$ cat config.mk
export PLATFORM = sky130hd
export DESIGN_NAME = csr_access_ctrl
export DESIGN_NICKNAME = d
export VERILOG_FILES = /design/src/rtl/csr_access_ctrl.sv
export SDC_FILE = /design/constraint.sdc
export NUM_CORES = 1
export LEC_CHECK = 0
export BUFFER_PORTS_ARGS = -buffer_cell sky130_fd_sc_hd__clkbuf_2
export CORE_MARGIN = 10
export CORE_UTILIZATION = 48
export CTS_CLUSTER_DIAMETER = 100
export CTS_CLUSTER_SIZE = 24
export DETAILED_ROUTE_END_ITERATION = 8
export PLACE_DENSITY = 0.82
export SLEW_MARGIN = 10
export SYNTH_ARGS = -nofsm -noshare
export SYNTH_HDL_FRONTEND = slang
export SYNTH_SLANG_ARGS = --single-unit
$ cat constraint.sdc
create_clock -name clk -period 2.37 [get_ports clk]
set_input_delay 0.1185 -clock clk [delete_from_list [all_inputs] [get_ports clk]]
set_output_delay 0.1185 -clock clk [all_outputs]
set_load 0.005 [all_outputs]
$ cat src/rtl/csr_access_ctrl.sv
// Zicsr read-modify-write sequencer for a single-port machine CSR file.
// It also arbitrates the CSR port between execute-stage accesses and trap-entry writes.
module csr_access_ctrl #(
  parameter int XLEN   = 32,
  parameter int ADDR_W = 12
) (
  input  logic              clk,
  input  logic              rst_n,
  input  logic              req_valid_i,
  output logic              req_ready_o,
  input  logic [ADDR_W-1:0] req_addr_i,
  input  logic [1:0]        req_op_i,
  input  logic [XLEN-1:0]   req_wdata_i,
  input  logic              req_nowr_i,
  output logic              rsp_valid_o,
  input  logic              rsp_ready_i,
  output logic [XLEN-1:0]   rsp_rdata_o,
  output logic              rsp_illegal_o,
  input  logic              trap_valid_i,
  output logic              trap_ready_o,
  input  logic [ADDR_W-1:0] trap_addr_i,
  input  logic [XLEN-1:0]   trap_wdata_i,
  output logic [ADDR_W-1:0] csr_addr_o,
  output logic              csr_re_o,
  input  logic [XLEN-1:0]   csr_rdata_i,
  output logic              csr_we_o,
  output logic [XLEN-1:0]   csr_wdata_o
);

  typedef enum logic [1:0] {
    S_IDLE,
    S_READ,
    S_WRITE,
    S_RESP
  } state_e;

  localparam logic [1:0] OP_RW  = 2'b00;
  localparam logic [1:0] OP_RS  = 2'b01;
  localparam logic [1:0] OP_RC  = 2'b10;
  localparam logic [1:0] OP_RSV = 2'b11;

  state_e            state_q, state_d;
  logic [ADDR_W-1:0] addr_q, addr_d;
  logic [1:0]        op_q, op_d;
  logic [XLEN-1:0]   wdata_q, wdata_d;
  logic              nowr_q, nowr_d;
  logic [XLEN-1:0]   old_q, old_d;
  logic              illegal_q, illegal_d;

  logic              req_impl;
  logic              req_wr_needed;
  logic              req_illegal;
  logic              lat_wr_needed;
  logic [XLEN-1:0]   new_val;

  assign req_impl = req_addr_i inside {
    [12'h001:12'h003], [12'hC00:12'hC02], [12'hC80:12'hC82], [12'hF11:12'hF14],
    [12'h300:12'h306], [12'h340:12'h344], 12'hB00, 12'hB02
  };

  // RS/RC with x0/uimm=0 are pure reads, so they may target read-only CSRs.
  assign req_wr_needed = (req_op_i == OP_RW) || !req_nowr_i;
  assign req_illegal   = (req_op_i == OP_RSV) || !req_impl ||
                         ((req_addr_i[ADDR_W-1 -: 2] == 2'b11) && req_wr_needed);
  assign lat_wr_needed = (op_q == OP_RW) || !nowr_q;

  always_comb begin
    unique case (op_q)
      OP_RS:   new_val = old_q | wdata_q;
      OP_RC:   new_val = old_q & ~wdata_q;
      default: new_val = wdata_q;
    endcase
  end

  always_comb begin
    // NOTE: every combinational output and next-state gets a default here so no
    // path through the case below can leave a signal unassigned and infer a latch.
    state_d       = state_q;
    addr_d        = addr_q;
    op_d          = op_q;
    wdata_d       = wdata_q;
    nowr_d        = nowr_q;
    old_d         = old_q;
    illegal_d     = illegal_q;
    req_ready_o   = 1'b0;
    rsp_valid_o   = 1'b0;
    rsp_rdata_o   = '0;
    rsp_illegal_o = 1'b0;
    trap_ready_o  = 1'b0;
    csr_addr_o    = '0;
    csr_re_o      = 1'b0;
    csr_we_o      = 1'b0;
    csr_wdata_o   = '0;

    unique case (state_q)
      S_IDLE: begin
        if (trap_valid_i) begin
          trap_ready_o = 1'b1;
          csr_we_o     = 1'b1;
          csr_addr_o   = trap_addr_i;
          csr_wdata_o  = trap_wdata_i;
        end else if (req_valid_i) begin
          req_ready_o = 1'b1;
          addr_d      = req_addr_i;
          op_d        = req_op_i;
          wdata_d     = req_wdata_i;
          nowr_d      = req_nowr_i;
          old_d       = '0;
          illegal_d   = req_illegal;
          if (req_illegal) begin
            state_d = S_RESP;
          end else begin
            csr_re_o   = 1'b1;
            csr_addr_o = req_addr_i;
            state_d    = S_READ;
          end
        end
      end
      S_READ: begin
        csr_addr_o = addr_q;
        old_d      = csr_rdata_i;
        state_d    = lat_wr_needed ? S_WRITE : S_RESP;
      end
      S_WRITE: begin
        csr_we_o    = 1'b1;
        csr_addr_o  = addr_q;
        csr_wdata_o = new_val;
        state_d     = S_RESP;
      end
      S_RESP: begin
        rsp_valid_o   = 1'b1;
        rsp_rdata_o   = old_q;
        rsp_illegal_o = illegal_q;
        if (rsp_ready_i) state_d = S_IDLE;
      end
      default: state_d = S_IDLE;
    endcase
  end

  // NOTE: state registers use non-blocking assignments so every flop samples
  // pre-edge values, independent of process evaluation order.
  always_ff @(posedge clk or negedge rst_n) begin
    if (!rst_n) begin
      state_q   <= S_IDLE;
      addr_q    <= '0;
      op_q      <= '0;
      wdata_q   <= '0;
      nowr_q    <= 1'b0;
      old_q     <= '0;
      illegal_q <= 1'b0;
    end else begin
      state_q   <= state_d;
      addr_q    <= addr_d;
      op_q      <= op_d;
      wdata_q   <= wdata_d;
      nowr_q    <= nowr_d;
      old_q     <= old_d;
      illegal_q <= illegal_d;
    end
  end

endmodule

# Yosys cells after proc, flatten, opt, wreduce, memory -nomap -nowiden
# Index checks and enable logic that the tools add are counted.
dict set report totals {
  ff_bits 82
  output_inout_bits 82
}
dict set report op_classes {
  magnitude_cmp 12
  n_eq_ne 12
  mux 29
  bitwise 4
  reduce_logical 23
}
# op count
set ops {}
lappend ops {{$pmux 32 s2} 3}
lappend ops {{$mux 32} 4}
lappend ops {{$ge 12x12->1 const B} 3}
lappend ops {{$le 12x12->1 const B} 3}
lappend ops {{$mux 12} 3}
lappend ops {{$and 32x32->32} 1}
lappend ops {{$not 32->32} 1}
lappend ops {{$or 32x32->32} 1}
lappend ops {{$eq 12x12->1 const B} 2}
lappend ops {{$ge 12x10->1 const B} 2}
lappend ops {{$le 12x10->1 const B} 2}
lappend ops {{$pmux 12 s2} 1}
lappend ops {{$ge 12x1->1 const B} 1}
lappend ops {{$le 12x2->1 const B} 1}
lappend ops {{$mux 1} 12}
lappend ops {{$eq 2x2->1 const B} 5}
lappend ops {{$reduce_and 3->1} 3}
lappend ops {{$mux 2} 4}
lappend ops {{$pmux 2 s4} 1}
lappend ops {{$reduce_bool 8->1} 1}
lappend ops {{$logic_and 1x1->1} 7}
lappend ops {{$logic_not 2->1} 3}
lappend ops {{$ne 2x2->1 const B} 3}
lappend ops {{$eq 2x1->1 const B} 2}
lappend ops {{6 further kinds} 11}

# Logic depth before layout (Yosys ltp)
# Gate-level depths: netlist of the first run.
dict set report logic_depth {
  depth_word 10
  mapped_depth 8
  depth_no_buf 7
}

# Worst setup path before layout of the first run
# OpenSTA, ideal clock, no wires.
dict set report synth_path {
  kind {register -> output}
  startpoint {register state_q[0]}
  endpoint {output port csr_addr_o[0]}
  t_arrival_ns 1.783
  required_time_ns 2.251
  setup_slack_ns 0.469
  path_stages_with_launch 8
  path_buffers 0
  cell_sequence {dfrtp_1 inv_1 ha_1 inv_2 or2_2 or3_1 a21oi_2 o2bb2ai_1}
}
dict set report synth_between {
  elab_chain_len 3
}
# item line
set synth_rtl {}
lappend synth_rtl {{from (decl)} 42} ;# state_e state_q, state_d;
lappend synth_rtl {{from (signal assigned)} 152} ;# state_q <= state_d;
lappend synth_rtl {{$eq 2x2->1 / $eq 2x1->1 (equally long branches)} 95} ;# unique case (state_q)
lappend synth_rtl {{$reduce_or 2->1 (no source line)} --}
lappend synth_rtl {{$pmux 12 s2 (*)} 95}
lappend synth_rtl {{to (decl)} 23} ;# output logic [ADDR_W-1:0] csr_addr_o,
# Every way passes the cells marked *; elsewhere a longest branch is shown, timed or not.

# Worst setup path in the final report of the first run
dict set report layout_path {
  startpoint {register state_q[0]}
  endpoint {output port csr_addr_o[1]}
}
# The elaborated chain is that of the path after synthesis.

==> summary.log, run 1 <==
INFO  finish         syn2layout_area_growth=46.20%
INFO  floorplan      std_cell_rows=35
INFO  job            max_cap_violations=0
INFO  finish         layout_commonest_cell=clkbuf_2
INFO  critical_path  worstSetupEndpointType=primary output
INFO  floorplan      core_region_area=0.009328mm2
INFO  status         run_status=finished, final reports clean
INFO  clocking       max-clock-path-buffers=2
INFO  logic_synthesis ys_dominant_reg_cell=dfrtp_1
INFO  logic_synthesis count_of_flip_flops_with_a_built_in_enable_after_synthesis=0
INFO  logic_synthesis post-synth-top-area-cell=dfrtp_1
INFO  critical_path  worstReg2RegEnd=old_q[28]$_DFFE_PN0P_
INFO  sta            final_min_period_over_clock_period=97.90%
INFO  sta            finalHoldViolations=0
INFO  critical_path  timing.critical_path.from_type=flop
INFO  global_routing grt_usage=25.44%
INFO  critical_path  crit_required=2.25ns
INFO  critical_path  worst-r2r-setup-slack=0.36ns
INFO  clocking       clk_pin_slew_worst_paths=0.09ns
INFO  drt            antenna_violating_nets_post_route=0
INFO  sta            timing.final.setup_violations=0
INFO  drt            drt-wirelength-per-cell=19.90um
INFO  clocking       tritoncts_num_sinks=82
INFO  logic_synthesis synthesis.area_per_instance=8.590um2
INFO  logic_synthesis ys.warnings.count=0
INFO  critical_path  timing.critical_path.arrival=2.20ns
INFO  finish         mostFrequentLayoutCells=207 x clkbuf_2, 139 x nand2_1, 81 x dfrtp_1, 66 x a21oi_1, 64 x a22o_1
INFO  placed_design  dp.final_hpwl=12,470um
INFO  floorplan      die_height=118.5um
INFO  placed_design  port_buffers=209
INFO  drt            finalWirelength=18,520um
INFO  drt            drt_pre_antenna_iters=5
INFO  hold_path      hold-path-endpoint=old_q[0]$_DFFE_PN0P_
INFO  finish         final_layout_size_suffix_gt1_share=33.75%
INFO  logic_synthesis synth_seq_cells=82
INFO  critical_path  ff_to_ff_start=state_q[0]$_DFFE_PN0P_
INFO  critical_path  worst-setup-path-type=flop to primary output
INFO  hold_path      hp-class=primary input to flop
INFO  power          power_leakage=0.003468uW
INFO  drt            drt-vias-per-instance=5.724
INFO  logic_synthesis synth.lib_cells_used.distinct=38
INFO  clocking       clk_root_buffer_cell=clkbuf_8
INFO  finish         finalInstanceArea=0.006807mm2
INFO  logic_synthesis synth_top_cells_by_area=dfrtp_1 44%, a22o_1 12%, nand2_1 11%
INFO  global_routing global_route_wire_length_before_repair=29,490um
INFO  logic_synthesis synthCells=542
INFO  sta            maxClockFrequency=431.0MHz
INFO  hold_path      hold_path.startpoint=csr_rdata_i[0]
INFO  sta            final-max-slew-violation-count=0
INFO  floorplan      floorplan.initialDensity=49.91%
INFO  hold_path      number_of_cells_on_the_worst_hold_path=2
INFO  critical_path  rr_worst_depth=4
INFO  floorplan      die_width=118.5um
INFO  drt            drt_iter0_markers=582
INFO  placed_design  gpl.final_weighted_congestion=0.8518
INFO  global_routing vias_in_the_first_global_route=5,518
INFO  logic_synthesis post-synth-top-area-fraction=44.07%
INFO  logic_synthesis synth.cell_area=0.004656mm2
INFO  clocking       worst_skew_pair.late_latency=0.35ns
INFO  clocking       clock_tree.htree_level_count=3
INFO  logic_synthesis syn_nets=678
INFO  sta            worst-slew-pin-transition=1.022ns
INFO  global_routing largest_net_degree_at_the_start_of_global_routing=52
INFO  sta            worst_hold_slack=0.009914ns
INFO  clocking       cts-buffers-inserted=9
INFO  global_routing grt_antenna_before_repair=2
INFO  logic_synthesis postSynth.asyncResetShare=100.0%
INFO  sta            finalCriticalPeriod=2.320ns
INFO  finish         finish.net_count=931
INFO  sta            slew-limit-headroom=31.69%
INFO  placed_design  dpl-instance-area=0.005874mm2
INFO  floorplan      die_area=0.01404mm2
INFO  global_routing overflow=0
INFO  clocking       cts_tree=yes
INFO  critical_path  worst-path-max-fanout=5
INFO  power          vdd_drop_max=0.0006831V
INFO  drt            vias=5,329
INFO  logic_synthesis seq_area_frac_synth=44.07%
INFO  sta            finClkSkew=0.01200ns
INFO  drt            drc=0
INFO  finish         finalNonFillerCells=931
INFO  floorplan      i_o_pin_total=210
INFO  power          power_density=1309mW/mm2
INFO  placed_design  placedCellCount=853
## how the worst max path moves through the flow
stage,end,from,slack (ns)
floorplan,csr_addr_o[0],state_q[0]$_DFFE_PN0P_,0.47
global placement,csr_addr_o[0],state_q[0]$_DFFE_PN0P_,0.21
detailed placement,csr_addr_o[7],state_q[0]$_DFFE_PN0P_,0.11
CTS,csr_addr_o[0],state_q[0]$_DFFE_PN0P_,0.002
global route,csr_addr_o[7],state_q[0]$_DFFE_PN0P_,-0.01
finish,csr_addr_o[1],state_q[0]$_DFFE_PN0P_,0.05
## sequential cells by signal (all words and copies together) (netlist names)
signal     cells
wdata_q       32
old_q         32
addr_q        12
state_q        2
illegal_q      1
nowr_q         1
op_q           2
## through the flow
step / util [%] / setup slack [ns] / TNS [ns] / power, uW
floorplan: - / 0.4690 / 0 / 5454
global placement: 62.98 / 0.2067 / 0 / 7129
detailed placement: 62.98 / 0.1123 / 0 / 7332
CTS: 72.22 / 0.002094 / 0 / 8747
global route: 72.97 / -0.01098 / -0.02229 / 9536
finish: 72.97 / 0.04973 / 0 / 8909
## cells in the mapped netlist (all sizes together) (2+ instances only)
| cell | number |
|---|---|
| a21oi | 69 |
| a22o | 64 |
| or4 | 2 |
| a22oi | 13 |
| and2 | 34 |
| nor2 | 8 |
| ha | 8 |
| inv | 5 |
| o2bb2ai | 8 |
| buf | 5 |
| o21ai | 5 |
| nand2b | 34 |
| dfrtp | 82 |
| nor4 | 4 |
| or3 | 2 |
| clkbuf | 38 |
| a211oi | 2 |
| nand2 | 139 |
| o21a | 2 |
| o22ai | 5 |
| or2 | 2 |
| nor2b | 2 |
## layout make-up
| cell class | instances | area, um2 |
|---|---|---|
| inverters | 6 | 25.02 |
| multi-input cells | 411 | 2521 |
| clock inverters | 4 | 98.84 |
| diodes | 2 | 5.005 |
| well taps | 129 | 161.4 |
| repair buffers | 285 | 1797 |
| flip-flops and latches | 82 | 2053 |
| fillers | 680 | 2521 |
| clock buffers | 12 | 145.1 |
## power by group
group          switching (uW)  internal, uW  leakage [uW]
registers                 534          2110       0.00102
logic                    2810          2230       0.00233
clock network             502           733      0.000121
## layer usage
metal | global-route usage, % | part of all wire (%) | vias up
li1 | - | - | 2394
met1 | 29.58 | 39 | 2550
met2 | 43.29 | 49 | 340
met3 | 7.663 | 9.9 | 45
met4 | 9.389 | 2.3 | 0
met5 | 0 | 0 | -
## critical path, cell delays in order (launching register included)
cell and delay, ns:
dfrtp_2 0.42, inv_2 0.09, ha_4 0.15, inv_4 0.05
or2_4 0.24, or3_4 0.37, a21oi_4 0.15, buf_12 0.15
o2bb2ai_2 0.11, clkbuf_2 0.13
## cells by family (layout without fill, tap and decap cells)
group,count (synthesis),after routing,synth area share (%)
buf+inv,49,307,3.977
flops,82,82,44.07
compound gates,172,172,26.01
fa+ha+maj,8,8,2.150
other cells,0,2,0
mux,1,1,0.2419
simple gates,230,230,23.54
## what timing repair did
item | CTS | global route
hold buffers | 56 | 0
hold endpoints to repair | 90 | 0
gates resized for setup | 9 | 9
cloned | 0 | 0
endpoints found under the setup margin | 10 | 11
pin swaps | 2 | 5
buffers inserted | 3 | 1
Note: power is estimated with default switching activity, not from simulation.
==> run 2: changes to the inputs <==
--- a/config.mk
+++ b/config.mk
@@ -6,11 +6,12 @@
 export NUM_CORES = 1
 export LEC_CHECK = 0
 export BUFFER_PORTS_ARGS = -buffer_cell sky130_fd_sc_hd__clkbuf_2
-export CORE_MARGIN = 10
+export CORE_MARGIN = 2
 export CORE_UTILIZATION = 48
 export CTS_CLUSTER_DIAMETER = 100
 export CTS_CLUSTER_SIZE = 24
 export DETAILED_ROUTE_END_ITERATION = 8
+export MAX_ROUTING_LAYER = met4
 export PLACE_DENSITY = 0.82
 export SLEW_MARGIN = 10
 export SYNTH_ARGS = -nofsm -noshare
==> summary.log, run 2 (same netlist as run 1, synthesis figures left out) <==
INFO  status         run_status=finished, final reports clean
INFO  sta            maxClockFrequency=436.7MHz
INFO  floorplan      floorplan.initialDensity=49.91%
INFO  critical_path  worst-path-max-fanout=5
INFO  drt            drc=0
INFO  finish         final_layout_size_suffix_gt1_share=34.15%
INFO  power          switching_power=3793uW
INFO  global_routing largest_net_degree_at_the_start_of_global_routing=83
INFO  critical_path  critPathMaxStageDelay=0.42ns
INFO  hold_path      hold_path.startpoint=req_nowr_i
INFO  drt            drt_iter0_markers=298
INFO  finish         finalInstanceArea=0.006838mm2
INFO  finish         finalNonFillerCells=943
INFO  power          vdd_drop_max=0.0006540V
INFO  critical_path  rr_worst_depth=6
INFO  global_routing grt_antenna_before_repair=0
INFO  power          power_leakage=0.003486uW
INFO  critical_path  timing.critical_path.from_type=flop
INFO  clocking       tritoncts_num_sinks=82
INFO  global_routing vias_in_the_first_global_route=5,266
INFO  finish         multi_input_comb_area=0.002514mm2
INFO  hold_path      hp-class=primary input to flop
INFO  global_routing global_route_wire_length_before_repair=25,000um
INFO  drt            drt-vias-per-instance=5.601
INFO  sta            finClkSkew=0.01522ns
INFO  power          combinationalPowerShare=58.4%
INFO  finish         final_util=73.31%
INFO  critical_path  sequence_of_cells_on_the_critical_path=inv_2, ha_4, inv_4, or2_4, or3_4, a21oi_4, o2bb2ai_1, clkbuf_2
INFO  sta            finalCriticalPeriod=2.290ns
INFO  clocking       clk_root_buffer_cell=clkbuf_8
INFO  floorplan      die_width=102.5um
INFO  placed_design  dp.final_hpwl=10,480um
INFO  sta            slew-limit-headroom=34.11%
INFO  finish         layout_commonest_cell=clkbuf_2
INFO  critical_path  capturing_element_of_the_worst_setup_path=csr_addr_o[1]
INFO  clocking       cts-buffers-inserted=9
INFO  finish         nFillCells=703
INFO  sta            worst-slew-pin-transition=0.9862ns
INFO  sta            finalHoldViolations=0
INFO  drt            drt_pre_antenna_iters=5
INFO  floorplan      i_o_pin_total=210
INFO  job            max_cap_violations=0
INFO  floorplan      die_height=102.5um
INFO  critical_path  worstReg2RegEnd=old_q[11]$_DFFE_PN0P_
INFO  power          power_density=1253mW/mm2
INFO  critical_path  ff_to_ff_start=state_q[1]$_DFFE_PN0P_
INFO  placed_design  dpl-instance-area=0.005874mm2
INFO  finish         mostFrequentLayoutCells=207 x clkbuf_2, 139 x nand2_1, 81 x dfrtp_1, 66 x a21oi_1, 64 x a22o_1
INFO  finish         finish.net_count=945
INFO  critical_path  critical_path_cell_count=8
INFO  finish         register_area=0.002053mm2
INFO  clocking       clock_tree.htree_level_count=3
INFO  drt            drt-wirelength-per-cell=17.49um
INFO  critical_path  timing.critical_path.arrival=2.17ns
INFO  drt            finalWirelength=16,490um
INFO  power          power_report.internal_total=4771uW
INFO  clocking       clk_pin_slew_worst_paths=0.08ns
INFO  placed_design  port_buffers=209
INFO  clocking       worst_skew_pair.late_latency=0.35ns
INFO  global_routing grt_usage=31.73%
INFO  finish         biggestRegsByFlops=old_q x32, wdata_q x32, addr_q x12
INFO  floorplan      die_area=0.01050mm2
INFO  critical_path  crit_required=2.25ns
INFO  global_routing overflow=0
INFO  floorplan      core_region_area=0.009328mm2
INFO  floorplan      std_cell_rows=35
INFO  critical_path  worst-r2r-setup-slack=0.25ns
INFO  power          seq_power_share=30.7%
INFO  critical_path  critical_path.slowest_cell=dfrtp_2
INFO  power          power.clock.fraction=10.9%
INFO  critical_path  worstSetupEndpointType=primary output
INFO  critical_path  worst-setup-path-type=flop to primary output
INFO  critical_path  critical_path.top_delay_family=simple AND/OR/NAND/NOR gates
INFO  placed_design  placedCellCount=853
INFO  sta            final_min_period_over_clock_period=96.62%
INFO  sta            worst_hold_slack=0.01953ns
INFO  critical_path  cp-startpoint=state_q[0]$_DFFE_PN0P_
INFO  finish         syn2layout_area_growth=46.87%
INFO  drt            antenna_violating_nets_post_route=0
INFO  finish         diodes=0
INFO  power          fraction_of_power_spent_switching_nets=44.29%
INFO  sta            final-max-slew-violation-count=0
INFO  sta            timing.final.setup_violations=0
INFO  clocking       cts_tree=yes
INFO  placed_design  gpl.final_weighted_congestion=0.9159
INFO  critical_path  critical_path.n_buffers_inverters=3
INFO  drt            vias=5,282
INFO  clocking       max-clock-path-buffers=2
[run 2: changes by cell type in the layout (fill, tap and decap cells not counted), moves of 2 or more]
cell           change
buf_4              +8
bufinv_16          -3
clkbuf_1           -2
clkinv_2           +2
clkinvlp_4         +2
diode_2            -2
dlygate4sd3_1      +7
[run 2: layout make-up]
class / instances / area share (%)
timing repair buffer: 299 / 27.89
multi-input combinational: 411 / 36.76
clock buffer: 9 / 1.812
sequential: 82 / 30.03
inverter: 6 / 0.3660
tap: 129 / 2.360
clock inverter: 7 / 0.7868
[run 2: worst min path at each step]
stage | end | cells past startpoint
floorplan | addr_q[0]$_DFFE_PN0P_ | 0
global placement | wdata_q[8]$_DFFE_PN0P_ | 2
detailed placement | old_q[4]$_DFFE_PN0P_ | 2
CTS | nowr_q$_DFFE_PN0P_ | 3
global route | old_q[2]$_DFFE_PN0P_ | 2
finish | nowr_q$_DFFE_PN0P_ | 3
[run 2: routing by layer]
metal / up-vias / GRT usage [%] / routed length, um
met5: - / - / 0
met4: 0 / 13.03 / 456
met3: 47 / 7.524 / 1407
met2: 340 / 53.65 / 8316
met1: 2476 / 36.12 / 6309
li1: 2419 / - / -
[run 2: timing repair]
action / CTS / global route
setup buffers: 5 / 6
endpoints found under the hold margin: 143 / 1
hold buffers: 62 / 1
resized for setup: 10 / 9
endpoints found under the setup margin: 9 / 13
pin swaps: 3 / 7
[run 2: through the flow]
stage / total power (uW) / setup TNS [ns] / worst slack, ns
finish: 8565 / 0 / 0.08013
global route: 9197 / -0.005042 / -0.003543
CTS: 8357 / 0 / 0.01373
detailed placement: 7223 / 0 / 0.08829
global placement: 7042 / 0 / 0.2259
floorplan: 5454 / 0 / 0.4690
[run 2: worst reg2reg max path: stages (launching register included)]
cell and delay [ns]:
dfrtp_1 0.38, inv_2 0.06, buf_4 0.13, buf_4 0.13, ha_1 0.23, a21oi_4 0.79, a22o_1 0.31
[run 2: power groups by stage]
stage          Clock, uW  Combinational, uW  Sequential [uW]
2_1_floorplan          0               2980             2470
3_3_place_gp           0               4440             2600
3_5_place_dp           0               4580             2640
4_1_cts              949               4800             2600
5_1_grt             1010               5480             2710
6_report             934               5000             2630
==> run 3: changes to the inputs <==
--- a/config.mk
+++ b/config.mk
@@ -7,12 +7,13 @@
 export LEC_CHECK = 0
 export BUFFER_PORTS_ARGS = -buffer_cell sky130_fd_sc_hd__clkbuf_2
 export CORE_MARGIN = 2
-export CORE_UTILIZATION = 48
+export CORE_UTILIZATION = 49
+export CTS_BUF_LIST = sky130_fd_sc_hd__clkbuf_8
 export CTS_CLUSTER_DIAMETER = 100
 export CTS_CLUSTER_SIZE = 24
 export DETAILED_ROUTE_END_ITERATION = 8
 export MAX_ROUTING_LAYER = met4
-export PLACE_DENSITY = 0.82
+export PLACE_DENSITY = 0.84
 export SLEW_MARGIN = 10
 export SYNTH_ARGS = -nofsm -noshare
 export SYNTH_HDL_FRONTEND = slang
==> summary.log, run 3 (same netlist as run 1, synthesis figures left out) <==
INFO  power          fraction_of_power_spent_switching_nets=43.30%
INFO  clocking       worst_skew_pair.late_latency=0.34ns
INFO  critical_path  worst-r2r-setup-slack=0.36ns
INFO  finish         final_util=73.76%
INFO  power          seq_power_share=30.5%
INFO  sta            slew-limit-headroom=34.30%
INFO  sta            finalCriticalPeriod=2.282ns
INFO  placed_design  dpl-instance-area=0.005897mm2
INFO  power          power_report.internal_total=4871uW
INFO  critical_path  crit_required=2.25ns
INFO  finish         biggestRegsByFlops=old_q x32, wdata_q x32, addr_q x12
INFO  clocking       max-clock-path-buffers=2
INFO  power          switching_power=3719uW
INFO  drt            drt-vias-per-instance=5.619
INFO  sta            finClkSkew=0.008982ns
INFO  floorplan      die_height=101.5um
INFO  global_routing global_route_wire_length_before_repair=25,380um
INFO  critical_path  critical_path.n_buffers_inverters=3
INFO  drt            dr_wl_met2=7999um
INFO  finish         finish.net_count=944
INFO  power          power.clock.fraction=11.4%
INFO  critical_path  rr_worst_depth=8
INFO  finish         nFillCells=685
INFO  power          combinationalPowerShare=58.1%
INFO  drt            drc=0
INFO  sta            final_min_period_over_clock_period=96.27%
INFO  global_routing grt_antenna_before_repair=1
INFO  hold_path      hp-class=primary input to flop
INFO  drt            drt_iter0_markers=321
INFO  critical_path  sequence_of_cells_on_the_critical_path=inv_2, ha_4, inv_4, or2_4, or3_4, a21oi_4, o2bb2ai_1, clkbuf_2
INFO  drt            vias=5,293
INFO  sta            maxClockFrequency=438.3MHz
INFO  global_routing overflow=0
INFO  sta            timing.final.setup_violations=0
INFO  power          power_density=1261mW/mm2
INFO  power          vdd_drop_max=0.0005909V
INFO  drt            route.layer.met1.wl=6303um
INFO  floorplan      core_region_area=0.009240mm2
INFO  critical_path  critical_path.top_delay_family=simple AND/OR/NAND/NOR gates
INFO  critical_path  worst-path-max-fanout=5
INFO  critical_path  critical_path_cell_count=8
INFO  critical_path  critical_path.slowest_cell=dfrtp_1
INFO  critical_path  timing.critical_path.arrival=2.16ns
INFO  placed_design  pre_cts_slack=0.1014ns
INFO  floorplan      die_area=0.01030mm2
INFO  drt            wl_met3=1566um
INFO  status         run_status=finished, final reports clean
INFO  sta            final-max-slew-violation-count=0
INFO  floorplan      floorplan.initialDensity=50.39%
INFO  floorplan      i_o_pin_total=210
INFO  finish         mostFrequentLayoutCells=207 x clkbuf_2, 139 x nand2_1, 81 x dfrtp_1, 66 x a21oi_1, 64 x a22o_1
INFO  drt            finalWirelength=16,530um
INFO  drt            antenna_violating_nets_post_route=0
INFO  sta            setup_slack=0.08837ns
INFO  clocking       cts_tree=yes
INFO  clocking       clock_tree.htree_level_count=3
INFO  critical_path  timing.critical_path.from_type=flop
INFO  sta            finalHoldViolations=0
INFO  clocking       clk_pin_slew_worst_paths=0.08ns
INFO  clocking       tritoncts_num_sinks=82
INFO  sta            worst-slew-pin-transition=0.9833ns
INFO  drt            drt-wirelength-per-cell=17.55um
INFO  critical_path  critPathMaxStageDelay=0.39ns
INFO  finish         syn2layout_area_growth=46.39%
INFO  critical_path  worstSetupEndpointType=primary output
INFO  finish         layout_commonest_cell=clkbuf_2
INFO  drt            highest-signal-layer=met4
INFO  job            max_cap_violations=0
INFO  floorplan      die_width=101.5um
INFO  critical_path  worst-setup-path-type=flop to primary output
INFO  clocking       cts-buffers-inserted=9
INFO  clocking       clk_root_buffer_cell=clkbuf_8
INFO  finish         finalInstanceArea=0.006815mm2
INFO  global_routing largest_net_degree_at_the_start_of_global_routing=83
INFO  hold_path      number_of_cells_on_the_worst_hold_path=3
INFO  global_routing vias_in_the_first_global_route=5,221
INFO  placed_design  gpl.final_weighted_congestion=0.9041
INFO  drt            drt_pre_antenna_iters=5
INFO  global_routing grt_usage=32.75%
INFO  finish         final_layout_size_suffix_gt1_share=33.87%
INFO  floorplan      std_cell_rows=35
INFO  placed_design  dp.final_hpwl=10,760um
INFO  placed_design  port_buffers=209
INFO  power          power_leakage=0.003500uW
run 3: per-layer routing:
layer  global-route usage (%)  up-vias
li1                         -     2417
met1                    38.71     2478
met2                    54.10      349
met3                    5.797       49
met4                    15.80        0
met5                        -        -
run 3: repair_timing:
item / CTS / global route
buffers inserted: 5 / 4
setup endpoints to repair: 9 / 8
endpoints found under the hold margin: 141 / 1
hold buffers: 60 / 1
gates resized for setup: 10 / 4
pin swaps: 3 / 3
run 3: cell type report:
cell class                      count  area, um2  area share (%)
Antenna cell                        1      2.502         0.03672
Clock buffer                        9      123.9           1.818
Clock inverter                      6      57.56          0.8445
Inverter                            6      25.02          0.3672
Multi-Input combinational cell    411       2497           36.64
Sequential cell                    82       2053           30.13
Tap cell                          129      161.4           2.368
Timing Repair Buffer              298       1894           27.80
run 3: worst min-delay path, stage by stage:
cell	delay, ns
clkbuf_2	0.08
nand2_1	0.05
nand2_1	0.06
run 3: final timing paths:
path                                   startpoint                endpoint
max                        state_q[1]$_DFFE_PN0P_          csr_addr_o[11]
max in group asynchronous                   rst_n   old_q[26]$_DFFE_PN0P_
min                                req_wdata_i[7]  wdata_q[7]$_DFFE_PN0P_
max reg2reg                state_q[0]$_DFFE_PN0P_   old_q[28]$_DFFE_PN0P_
min reg2reg                addr_q[10]$_DFFE_PN0P_  addr_q[10]$_DFFE_PN0P_
min in group asynchronous                   rst_n    old_q[8]$_DFFE_PN0P_
run 3: through the flow:
step	std cells	hold slack (ns)	setup TNS, ns	power (uW)
6_report	942	0.005748	0	8591
2_1_floorplan	542	-0.1771	0	5454
3_3_place_gp	856	0.1787	0	7061
3_5_place_dp	856	0.1802	0	7241
5_1_grt	942	0.004855	-0.005357	9249
4_1_cts	936	0.001843	0	8424
run 3: power by group through the flow:
stage	combinational [uW]	clock [uW]	sequential (uW)
after floorplan	2980	0	2470
after global placement	4470	0	2590
after detailed placement	4620	0	2620
after CTS	4840	996	2580
after global routing	5500	1050	2690
final	5000	976	2620
